===== src/rtl/softmax_pkg.sv =====
// Shared types and sizing for the softmax normalisation path.
package softmax_pkg;
  localparam int SZ    = 8;
  localparam int N_MAX = 16;
  localparam int ACC_W = SZ + $clog2(N_MAX);
  localparam int IDX_W = $clog2(N_MAX);
  localparam int CNT_W = $clog2(N_MAX + 1);
  localparam logic [SZ-1:0] PROB_MAX = {SZ{1'b1}};

  typedef enum logic [1:0] {ACCUM, DIV, EMIT} state_e;
endpackage


===== src/rtl/seq_divider.sv =====
// Restoring divider, one quotient bit per cycle. The upper NUM_W-QW bits of
// the numerator seed the partial remainder, so the quotient must fit in QW
// bits (true for softmax, where each element never exceeds the sum).
module seq_divider #(
  parameter int NUM_W = 16,
  parameter int DEN_W = 12,
  parameter int QW    = 9
) (
  input  logic             clk,
  input  logic             rst,
  input  logic             start_i,
  input  logic [NUM_W-1:0] num_i,
  input  logic [DEN_W-1:0] den_i,
  output logic             done_o,
  output logic [QW-1:0]    quo_o,
  output logic             div_by_zero_o
);
  localparam int CW = $clog2(QW + 1);

  logic             busy_q;
  logic [CW-1:0]    cnt_q;
  logic             done_q;
  logic             dbz_q;
  logic [QW-1:0]    quo_q;
  logic [QW-1:0]    nsh_q;
  logic [DEN_W-1:0] rem_q;
  logic [DEN_W-1:0] den_q;

  logic [DEN_W:0] shifted_d;
  logic [DEN_W:0] diff_d;
  logic           ge_d;

  // Trial subtraction for the current quotient bit
  always_comb begin
    shifted_d = {rem_q, nsh_q[QW-1]};
    ge_d      = shifted_d >= {1'b0, den_q};
    diff_d    = shifted_d - {1'b0, den_q};
  end

  // Iteration counter and one-cycle done pulse after the final bit
  always_ff @(posedge clk) begin
    if (rst) begin
      busy_q <= 1'b0;
      cnt_q  <= '0;
      done_q <= 1'b0;
    end else begin
      done_q <= 1'b0;
      if (start_i) begin
        busy_q <= 1'b1;
        cnt_q  <= CW'(QW);
      end else if (busy_q) begin
        cnt_q <= cnt_q - CW'(1);
        if (cnt_q == CW'(1)) begin
          busy_q <= 1'b0;
          done_q <= 1'b1;
        end
      end
    end
  end

  // Datapath: load operands on start, then shift/subtract each busy cycle
  always_ff @(posedge clk) begin
    if (start_i) begin
      rem_q <= DEN_W'(num_i >> QW);
      nsh_q <= num_i[QW-1:0];
      den_q <= den_i;
      dbz_q <= (den_i == '0);
      quo_q <= '0;
    end else if (busy_q) begin
      rem_q <= ge_d ? diff_d[DEN_W-1:0] : shifted_d[DEN_W-1:0];
      quo_q <= {quo_q[QW-2:0], ge_d};
      nsh_q <= nsh_q << 1;
    end
  end

  assign done_o        = done_q;
  assign quo_o         = quo_q;
  assign div_by_zero_o = dbz_q;
endmodule


===== src/rtl/softmax_normalizer.sv =====
// Buffers one vector of exp codes, sums them, then emits each element as
// floor(exp * 2^SZ / sum) saturated to SZ bits, one divide per element.
module softmax_normalizer
  import softmax_pkg::*;
(
  input  logic          clk,
  input  logic          rst,
  input  logic          in_valid,
  output logic          in_ready,
  input  logic [SZ-1:0] in_exp,
  input  logic          in_last,
  output logic          out_valid,
  input  logic          out_ready,
  output logic [SZ-1:0] out_prob,
  output logic          out_last,
  output logic          busy
);
  state_e           state_q;
  logic [ACC_W-1:0] sum_q;
  logic [CNT_W-1:0] count_q;
  logic [IDX_W-1:0] idx_q;
  logic             out_valid_q;
  logic [SZ-1:0]    out_prob_q;
  logic             out_last_q;
  logic [SZ-1:0]    mem_q [N_MAX];

  logic             accept;
  logic             last_d;
  logic [ACC_W-1:0] sum_d;
  logic             div_start;
  logic [SZ-1:0]    div_exp_d;
  logic [ACC_W-1:0] div_den_d;
  logic             div_done;
  logic [SZ:0]      div_quo;
  logic             div_dbz;

  function automatic logic [SZ-1:0] sat_prob(input logic [SZ:0] q);
    return q[SZ] ? PROB_MAX : q[SZ-1:0];
  endfunction

  // Input handshake, forced last at buffer capacity, and divider launch.
  // The first element's divide starts on the accepting edge, so its operands
  // bypass the buffer and running sum registers being written that same edge.
  always_comb begin
    accept    = in_valid && (state_q == ACCUM);
    last_d    = in_last || (count_q == CNT_W'(N_MAX - 1));
    sum_d     = sum_q + ACC_W'(in_exp);
    div_start = 1'b0;
    div_exp_d = mem_q[idx_q + IDX_W'(1)];
    div_den_d = sum_q;
    if (accept && last_d) begin
      div_start = 1'b1;
      div_exp_d = (count_q == '0) ? in_exp : mem_q[0];
      div_den_d = sum_d;
    end else if ((state_q == EMIT) && out_ready && !out_last_q) begin
      div_start = 1'b1;
    end
  end

  seq_divider #(
    .NUM_W (2 * SZ),
    .DEN_W (ACC_W),
    .QW    (SZ + 1)
  ) u_div (
    .clk           (clk),
    .rst           (rst),
    .start_i       (div_start),
    .num_i         ({div_exp_d, {SZ{1'b0}}}),
    .den_i         (div_den_d),
    .done_o        (div_done),
    .quo_o         (div_quo),
    .div_by_zero_o (div_dbz)
  );

  // Element buffer; contents are only meaningful below count_q
  always_ff @(posedge clk) begin
    if (accept) mem_q[count_q[IDX_W-1:0]] <= in_exp;
  end

  // Main control FSM with registered output-side signals
  always_ff @(posedge clk) begin
    if (rst) begin
      state_q     <= ACCUM;
      sum_q       <= '0;
      count_q     <= '0;
      idx_q       <= '0;
      out_valid_q <= 1'b0;
      out_prob_q  <= '0;
      out_last_q  <= 1'b0;
    end else begin
      case (state_q)
        ACCUM: begin
          if (accept) begin
            sum_q   <= sum_d;
            count_q <= count_q + CNT_W'(1);
            if (last_d) begin
              state_q <= DIV;
              idx_q   <= '0;
            end
          end
        end
        DIV: begin
          if (div_done) begin
            state_q     <= EMIT;
            out_valid_q <= 1'b1;
            out_prob_q  <= div_dbz ? '0 : sat_prob(div_quo);
            out_last_q  <= (CNT_W'(idx_q) == count_q - CNT_W'(1));
          end
        end
        EMIT: begin
          if (out_ready) begin
            out_valid_q <= 1'b0;
            out_last_q  <= 1'b0;
            if (out_last_q) begin
              sum_q   <= '0;
              count_q <= '0;
              state_q <= ACCUM;
            end else begin
              idx_q   <= idx_q + IDX_W'(1);
              state_q <= DIV;
            end
          end
        end
        default: state_q <= ACCUM;
      endcase
    end
  end

  assign in_ready  = (state_q == ACCUM);
  assign out_valid = out_valid_q;
  assign out_prob  = out_prob_q;
  assign out_last  = out_last_q;
  assign busy      = (state_q != ACCUM) || (count_q != '0);
endmodule


===== config.mk =====
export PLATFORM = sky130hd
export DESIGN_NAME = softmax_normalizer
export DESIGN_NICKNAME = d
export VERILOG_FILES = /design/src/rtl/softmax_pkg.sv /design/src/rtl/seq_divider.sv /design/src/rtl/softmax_normalizer.sv
export SDC_FILE = /design/constraint.sdc
export NUM_CORES = 1
export LEC_CHECK = 0
export BUFFER_PORTS_ARGS = -buffer_cell sky130_fd_sc_hd__buf_2
export CORE_MARGIN = 5
export CORE_UTILIZATION = 68
export CTS_BUF_LIST = sky130_fd_sc_hd__clkbuf_4 sky130_fd_sc_hd__clkbuf_8 sky130_fd_sc_hd__clkbuf_16
export CTS_CLUSTER_SIZE = 28
export DETAILED_ROUTE_END_ITERATION = 7
export PLACE_DENSITY = 0.87
export RECOVER_POWER = 100
export SYNTH_ARGS = -nofsm -noshare
export SYNTH_HDL_FRONTEND = slang
export SYNTH_HIERARCHICAL = 1
export SYNTH_SLANG_ARGS = --single-unit
export TNS_END_PERCENT = 100

===== constraint.sdc =====
create_clock -name clk -period 6.8 [get_ports clk]
set_input_delay 0.34 -clock clk [delete_from_list [all_inputs] [get_ports clk]]
set_output_delay 0.34 -clock clk [all_outputs]
set_load 0.05 [all_outputs]

==> results.toml, run 1 <==
[status]
run_status = "complete, but fails checks"
failing_checks = "max-capacitance violations, max-slew violations"

[pwr]
final_total_pwr_mw = 3.052
cell_internal_power_mw = 2.258
combPwrFrac_pct = 15.4
power.sequential.fraction_pct = 48.6
irDropWorstVdd_mv = 0.2903
power.switching_uw = 794.5
pwr-share-clk_pct = 36.0
power.density_nw_per_um2 = 280.5
leakage_power_nw = 3.790
switching_share_pct = 26.03

[setup_path]
r2r_cells = 6
critPathTopFamily = "simple AND/OR/NAND/NOR gates"
crit_chain = "nor3b_1, o21ai_2, o21a_1, inv_1, buf_4, or2_0"
critical_path_origin = "state_q[1]"
crit_path_top_delay_cell = "sky130_fd_sc_hd__nor3b_1"
startpoint_type = "flip-flop"
critical_path.endpoint = "u_div/rem_q[5]"
cp_num_buf_inv = 2
crit_cells = 6
cp_slowest_stage_delay_ns = 1.40
worst_r2r_startpoint = "state_q[1]"
timing_worst_setup_path_type = "reg -> reg"
timing.critical_path.to_type = "flip-flop"
worstPathArrival_ns = 4.87
crit-reg2reg-capture = "u_div/rem_q[5]"
cp_data_required_time_ns = 6.90
path_max_fanout = 54
ff2ff_setup_slack_ns = 2.03

[clocking]
post_cts_buffers = 0
clock_sinks = 210
cts_root_buffer = "sky130_fd_sc_hd__clkbuf_16"
hold_buffers = 0
cts_tree = "built"
cts_buffers = 21
clock_latency_reported_for_the_late_side_of_the_worst_skew_pair_ns = 0.50
cts_repair_resize_count = 0
cts.htree.levels = 1
clk_pin_slew_ns = 0.06
clockBufferDepth = 3

[final_layout]
finalNonFillerCells = 987
final_standard_cell_area_without_fillers_um2 = 10880
antenna-diode-count = 0
design.final.nets = 832
final_layout_size_suffix_gt1_share_pct = 10.21
syn_to_final_growth_pct = 6.962
postLayoutCoreUtil_pct = 74.58

[placement]
place.gp.congestion = 0.8853
port-buffer-count = 24
cell_count_post_placement = 949
placement.cell_area_um2 = 10280
setup_slack_placement_ns = 3.376
hpwlAfterDp_um = 14180

[die]
fp.dieW_um = 132.3
die_area_um2 = 17500
die_height_um = 132.3
initial_core_util_pct = 69.73
fp-row-count = 44
io_pins = 25
core_um2 = 14590

[hold_path]
hold_class = "in -> reg"

[timing]
finalHoldViolCount = 0
relSlewSlack_pct = -17.91
worst_slew_pin_slew_ns = 1.765
fin_hold_ws_ns = 0.1147
finalWorstSetupSlack_ns = 2.029
report.final.slew_viol_count = 14
final_min_period_over_clock_period_pct = 70.16
setup-tns-final_ns = 0
skew_ns = 0.01919
unrepaired_setup_endpoints_after_global_routing = "false"
post-route-min-period_ns = 4.771
setup_violations = 0
achievable-frequency_mhz = 209.6

[route]
wl_met2_um = 11050
dr_total_vias = 6612
route.detailed.wl_per_inst_um = 22.83
drt_drc = 0
route.top_layer_used = "met4"
dr.first_iter.drc_count = 701
via_per_inst = 6.699
detail_route.wirelength.met1_um = 8968
detailedRoute.firstPassIterationCount = 6
route.met3.wl_um = 1838
ant_nets = 0
routed_wirelength_um = 22530

[logic_synthesis]
register_area_share_after_synthesis_pct = 56.78
synth_enable_flop_cells = 157
synth_xor_area_share_pct = 2.509
ys.warnings.count = 6
synth_simple_gate_area_share_pct = 11.05
synth_area_per_cell_um2 = 13.16
synth_cell_types = 81
synth.mux.area_fraction_pct = 11.83
async_flop_share_pct = 0
post_synth_inst_count = 773
synthesis.area_um2 = 10170
yosys.area_share.adder_pct = 3.961
synth_seq_cells = 210
share_of_the_synthesized_area_in_compound_gates_ao_oa_aoi_oai_pct = 9.828
postSynth.topFlopCell = "sky130_fd_sc_hd__edfxtp_1"
synth_top_family_by_area = "multiplexers"

[grt]
antenna_found_initial = 0
grtUsageTotal_pct = 25.39
grt_pass1_wl_um = 35340
grt_pass1_vias = 6423
global_route.overflow_total = 0
grt_max_degree = 55

[job]
drv.max_cap_violation_count = 1
## Yosys cell counts, drive strengths merged, types with 5 or more instances
cell type | count | share of area (%)
edfxtp | 157 | 46
nor2 | 59 | 2.2
nand2 | 58 | 2.2
dfxtp | 53 | 10
a21oi | 48 | 2.4
mux4 | 32 | 7.8
mux2i | 31 | 3.1
ha | 29 | 3.6
inv | 27 | 1.0
buf | 26 | 2.0
nor3 | 19 | 0.93
and2 | 18 | 1.1
clkbuf | 18 | 0.97
o21ai | 18 | 0.92
xor2 | 17 | 1.6
nand3 | 13 | 0.64
xnor2 | 10 | 0.86
mux2 | 9 | 1.0
a32o | 8 | 0.79
a211oi | 7 | 0.57
a21o | 7 | 0.52
and3 | 7 | 0.43
nand3b | 7 | 0.52
nor2b | 7 | 0.43
nor3b | 7 | 0.57
o211ai | 6 | 0.49
or3 | 6 | 0.37
a311oi | 5 | 0.62
nand2b | 5 | 0.31
o311ai | 5 | 0.58
## placed cells by master (no fill, tap or decap), types with 5 or more instances in the layout
cell type                     n
sky130_fd_sc_hd__clkbuf_4     7
sky130_fd_sc_hd__clkbuf_1    20
sky130_fd_sc_hd__inv_1       26
sky130_fd_sc_hd__nor3b_1      7
sky130_fd_sc_hd__nor2_1      59
sky130_fd_sc_hd__a21o_1       7
sky130_fd_sc_hd__xor2_1      16
sky130_fd_sc_hd__and2_0      16
sky130_fd_sc_hd__dfxtp_1     52
sky130_fd_sc_hd__mux4_1      19
sky130_fd_sc_hd__o21ai_0     17
sky130_fd_sc_hd__mux2_2       9
sky130_fd_sc_hd__o311ai_0     5
sky130_fd_sc_hd__xnor2_1     10
sky130_fd_sc_hd__a211oi_1     6
sky130_fd_sc_hd__mux2i_1     31
sky130_fd_sc_hd__nand2b_1     5
sky130_fd_sc_hd__and3_1       7
sky130_fd_sc_hd__o211ai_1     6
sky130_fd_sc_hd__nor3_1      19
sky130_fd_sc_hd__edfxtp_1   157
sky130_fd_sc_hd__ha_1        29
sky130_fd_sc_hd__clkbuf_16   22
sky130_fd_sc_hd__nor2b_1      7
sky130_fd_sc_hd__a32o_1       8
sky130_fd_sc_hd__nand3b_1     7
sky130_fd_sc_hd__nand3_1     13
sky130_fd_sc_hd__or3_1        6
sky130_fd_sc_hd__a21oi_1     46
sky130_fd_sc_hd__conb_1       8
sky130_fd_sc_hd__mux4_2      13
sky130_fd_sc_hd__buf_4        5
sky130_fd_sc_hd__nand2_1     56
## registers in the layout, summed over array words and instances (netlist names), 2 cells and up
name	count
mem_q	128
sum_q	12
u_div/den_q	12
u_div/rem_q	12
u_div/nsh_q	9
u_div/quo_o	9
out_prob	8
count_q	5
idx_q	4
u_div/cnt_q	4
state_q	2
## layout make-up
cell class / instances / area, um^2
clock buffers: 30 / 616.8
clock inverters: 8 / 45.04
fillers: 864 / 3709
inverters: 27 / 101.3
multi-input cells: 499 / 3978
flip-flops and latches: 210 / 5777
well taps: 184 / 230.2
repair buffers: 29 / 132.6
## per-layer routing
metal  global-route usage (%)  up-vias
met3                    4.542       65
met2                    42.34      346
li1                         -     2961
met5                        0        -
met1                    34.53     3240
met4                    7.636        0
## power by group through the flow
| stage | clock network (mW) | logic, mW | registers (mW) |
|---|---|---|---|
| floorplan | 0 | 0.389 | 1.49 |
| global placement | 0 | 0.448 | 1.50 |
| detailed placement | 0 | 0.470 | 1.51 |
| CTS | 1.11 | 0.476 | 1.48 |
| global route | 1.17 | 0.514 | 1.49 |
| finish | 1.10 | 0.469 | 1.48 |
## worst min-delay path by stage
stage	to	cells past startpoint	from
finish	count_q[2]	2	out_ready
global route	count_q[3]	2	out_ready
CTS	count_q[2]	2	out_ready
detailed placement	out_valid	2	out_valid
global placement	out_valid	2	out_valid
floorplan	u_div/busy_q	1	rst
## kinds of logic (layout without fill, tap and decap cells)
| family | Yosys count | count (layout) |
|---|---|---|
| buffers and inverters | 71 | 94 |
| xor gates and xnor gates | 27 | 27 |
| DFF | 210 | 210 |
| AOI/OAI and AO/OA | 137 | 137 |
| other | 1 | 8 |
| adders and majority gates | 31 | 31 |
| and+or+nand+nor | 224 | 224 |
| muxes | 72 | 72 |
(Power assumes the default switching activity.)
==> run 2: changes to the inputs <==
--- a/config.mk
+++ b/config.mk
@@ -5,13 +5,14 @@
 export SDC_FILE = /design/constraint.sdc
 export NUM_CORES = 1
 export LEC_CHECK = 0
+export ABC_AREA = 1
 export BUFFER_PORTS_ARGS = -buffer_cell sky130_fd_sc_hd__buf_2
 export CORE_MARGIN = 5
-export CORE_UTILIZATION = 68
+export CORE_UTILIZATION = 63
 export CTS_BUF_LIST = sky130_fd_sc_hd__clkbuf_4 sky130_fd_sc_hd__clkbuf_8 sky130_fd_sc_hd__clkbuf_16
 export CTS_CLUSTER_SIZE = 28
 export DETAILED_ROUTE_END_ITERATION = 7
-export PLACE_DENSITY = 0.87
+export PLACE_DENSITY = 0.81
 export RECOVER_POWER = 100
 export SYNTH_ARGS = -nofsm -noshare
 export SYNTH_HDL_FRONTEND = slang
==> constraint.sdc (replaced) <==
create_clock -name clk -period 5 [get_ports clk]
set_input_delay 0.25 -clock clk [delete_from_list [all_inputs] [get_ports clk]]
set_output_delay 0.25 -clock clk [all_outputs]
set_load 0.05 [all_outputs]
==> run 2 against run 1 <==
Worst hold slack improved by 0.0061 ns. Die area rose by 8.8%. The flow still finishes with violations (max-capacitance violations, max-slew violations). First-iteration DRC count rose by 22%. Non-clock buffer count fell by 2. Critical path depth rose by 4. Total power rose by 55%. Clock skew rose by 0.0032 ns. Highest routed layer unchanged. Utilization fell by 4.0 points.
==> results.toml, run 2 <==
[die]
fp.dieW_um = 138.0
fp-row-count = 46
core_um2 = 16000
io_pins = 25
die_area_um2 = 19050
initial_core_util_pct = 64.54
die_height_um = 138.0

[status]
failing_checks = "max-capacitance violations, max-slew violations"
run_status = "complete, but fails checks"

[setup_path]
crit_path_top_delay_cell = "sky130_fd_sc_hd__clkbuf_1"
crit_chain = "ha_1, clkbuf_1, o21ai_0, o211ai_1, nand3_1, nand2_1, nand2_1, nand2_1, nand2_1, nand2_1"
path_max_fanout = 40
cp_slowest_stage_delay_ns = 1.29
cp_data_required_time_ns = 5.39
startpoint_type = "flip-flop"
timing.critical_path.to_type = "flip-flop"
worstPathArrival_ns = 4.29
timing_worst_setup_path_type = "reg -> reg"
worst_path_most_repeated_cell = "sky130_fd_sc_hd__nand2_1"

[timing]
relSlewSlack_pct = -15.50
final_min_period_over_clock_period_pct = 77.98
worst_slew_pin_slew_ns = 1.719
finalWorstSetupSlack_ns = 1.101
setup-tns-final_ns = 0
unrepaired_setup_endpoints_after_global_routing = "false"
skew_ns = 0.02243
achievable-frequency_mhz = 256.5
setup_violations = 0
fin_hold_ws_ns = 0.1208
post-route-min-period_ns = 3.899
report.final.slew_viol_count = 59
finalHoldViolCount = 0

[pwr]
irDropWorstVdd_mv = 0.3809
power.sequential.fraction_pct = 43.0
final_total_pwr_mw = 4.738
leakage_power_nw = 4.469
switching_share_pct = 28.11
combPwrFrac_pct = 18.8
pwr-share-clk_pct = 38.2
cell_internal_power_mw = 3.406
power.switching_mw = 1.332
power.density_nw_per_um2 = 419.6

[route]
via_per_inst = 5.816
dr_total_vias = 7886
route.detailed.wl_per_inst_um = 17.38
drt_drc = 0
routed_wirelength_um = 23570
dr.first_iter.drc_count = 858
ant_nets = 0
detailedRoute.firstPassIterationCount = 6

[grt]
antenna_found_initial = 0
grt_pass1_vias = 7444
grtUsageTotal_pct = 24.06
global_route.overflow_total = 0
grt_pass1_wl_um = 37690
grt_max_degree = 76

[logic_synthesis]
synth_seq_cells = 210
fraction_of_synthesized_cell_area_taken_by_the_top_area_cell_type_pct = 45.65
post_synth_inst_count = 1108
async_flop_share_pct = 0
synthesis.area_um2 = 10330
postSynth.topFlopCell = "sky130_fd_sc_hd__edfxtp_1"
synthMostInstantiatedCell = "sky130_fd_sc_hd__nand2_1"
synth_largest_area_cell = "sky130_fd_sc_hd__edfxtp_1"
synth_enable_flop_cells = 157
synth_cell_types = 50
synthTopCellsByCount = "238 x sky130_fd_sc_hd__nand2_1, 157 x sky130_fd_sc_hd__edfxtp_1, 146 x sky130_fd_sc_hd__nor2_1, 97 x sky130_fd_sc_hd__inv_1, 91 x sky130_fd_sc_hd__o21ai_0"
synth_area_per_cell_um2 = 9.321
register_area_share_after_synthesis_pct = 55.92
ys.warnings.count = 6
biggest_area_contributors_in_the_synthesized_netlist = "sky130_fd_sc_hd__edfxtp_1 46%, sky130_fd_sc_hd__dfxtp_1 10%, sky130_fd_sc_hd__nand2_1 8.7%"

[placement]
place.gp.congestion = 0.8843
setup_slack_placement_ns = 1.592
hpwlAfterDp_um = 15190
port-buffer-count = 24

[clocking]
clock_sinks = 210
cts.htree.levels = 1
cts_tree = "built"
cts_buffers = 22
cts_repair_resize_count = 0
clockBufferDepth = 3
cts_root_buffer = "sky130_fd_sc_hd__clkbuf_16"
post_cts_buffers = 0
clk_pin_slew_ns = 0.06
clock_latency_reported_for_the_late_side_of_the_worst_skew_pair_ns = 0.53
hold_buffers = 0

[hold_path]
hold_class = "in -> reg"

[final_layout]
syn_to_final_growth_pct = 9.341
final_cell_mix = "240 x sky130_fd_sc_hd__nand2_1, 157 x sky130_fd_sc_hd__edfxtp_1, 148 x sky130_fd_sc_hd__nor2_1"
largest_register_ffs = 128
design.final.nets = 1168
final_layout_size_suffix_gt1_share_pct = 6.491
antenna-diode-count = 0
postLayoutCoreUtil_pct = 70.57
layout.cells.most_common = "sky130_fd_sc_hd__nand2_1"

[job]
drv.max_cap_violation_count = 2
-- run 2: changes by cell type in the layout (fill, tap and decap cells not counted), sizes merged, moves of 14 or more --
cell,change
mux4,-32
o21ai,+83
mux2i,-31
nand3,+55
and2,-17
nor3,-14
nand2,+186
inv,+77
nor2,+90
o211ai,+34
-- run 2: per-layer routing --
metal	track usage, %	vias up	wire length [um]
met5	0	-	0
met4	8.268	0	588
met3	3.000	46	1953
met2	37.72	353	10750
met1	35.08	3698	10280
li1	-	3789	-
-- run 2: layout make-up --
type,count,area (um^2)
Timing Repair Buffer,27,113.9
Clock inverter,7,160.2
Fill cell,1201,4708
Inverter,108,407.9
Clock buffer,33,670.6
Tap cell,216,270.3
Sequential cell,210,5777
Multi-Input combinational cell,755,3892
-- run 2: final timing paths --
| path | from | cells after the start | to | slack [ns] |
|---|---|---|---|---|
| setup reg to reg | idx_q[1] | 10 | u_div/rem_q[2] | 1.10 |
| hold reg to reg | sum_q[11] | 2 | sum_q[11] | 0.48 |
| setup / recovery | idx_q[1] | 10 | u_div/rem_q[2] | 1.10 |
| hold / removal | out_ready | 3 | state_q[1] | 0.12 |
-- run 2: kinds of logic (layout without fill, tap and decap cells) --
family	Yosys count	after routing	synth area share, %
buf+inv	150	175	6.118
xor+xnor	18	18	1.672
fa+ha+maj	31	31	3.901
compound gates	209	209	12.30
simple gates	489	489	20.05
other cells	1	8	0.03631
flops	210	210	55.92
-- run 2: power by group through the flow --
stage          clock network (mW)  logic [mW]  registers (mW)
2_1_floorplan                   0       0.722            2.05
3_3_place_gp                    0       0.862            2.07
3_5_place_dp                    0       0.879            2.07
4_1_cts                      1.81       0.890            2.04
5_1_grt                      1.90        1.01            2.05
6_report                     1.81       0.892            2.04
-- run 2: per-stage QoR --
stage,std cells,cell area [um^2]
after global routing,1356,11290
final,1356,11290
after CTS,1356,11370
after global placement,1316,10540
after floorplan,1115,10350
after detailed placement,1316,10540
-- run 2: worst max-delay path: cells and delay by family, from the launching register on --
kind	cells	cell delay [ns]
DFF	1	0.36
buffers and inverters	1	1.29
AOI/OAI and AO/OA	2	0.67
and+or+nand+nor	6	0.55
adders and majority gates	1	0.88
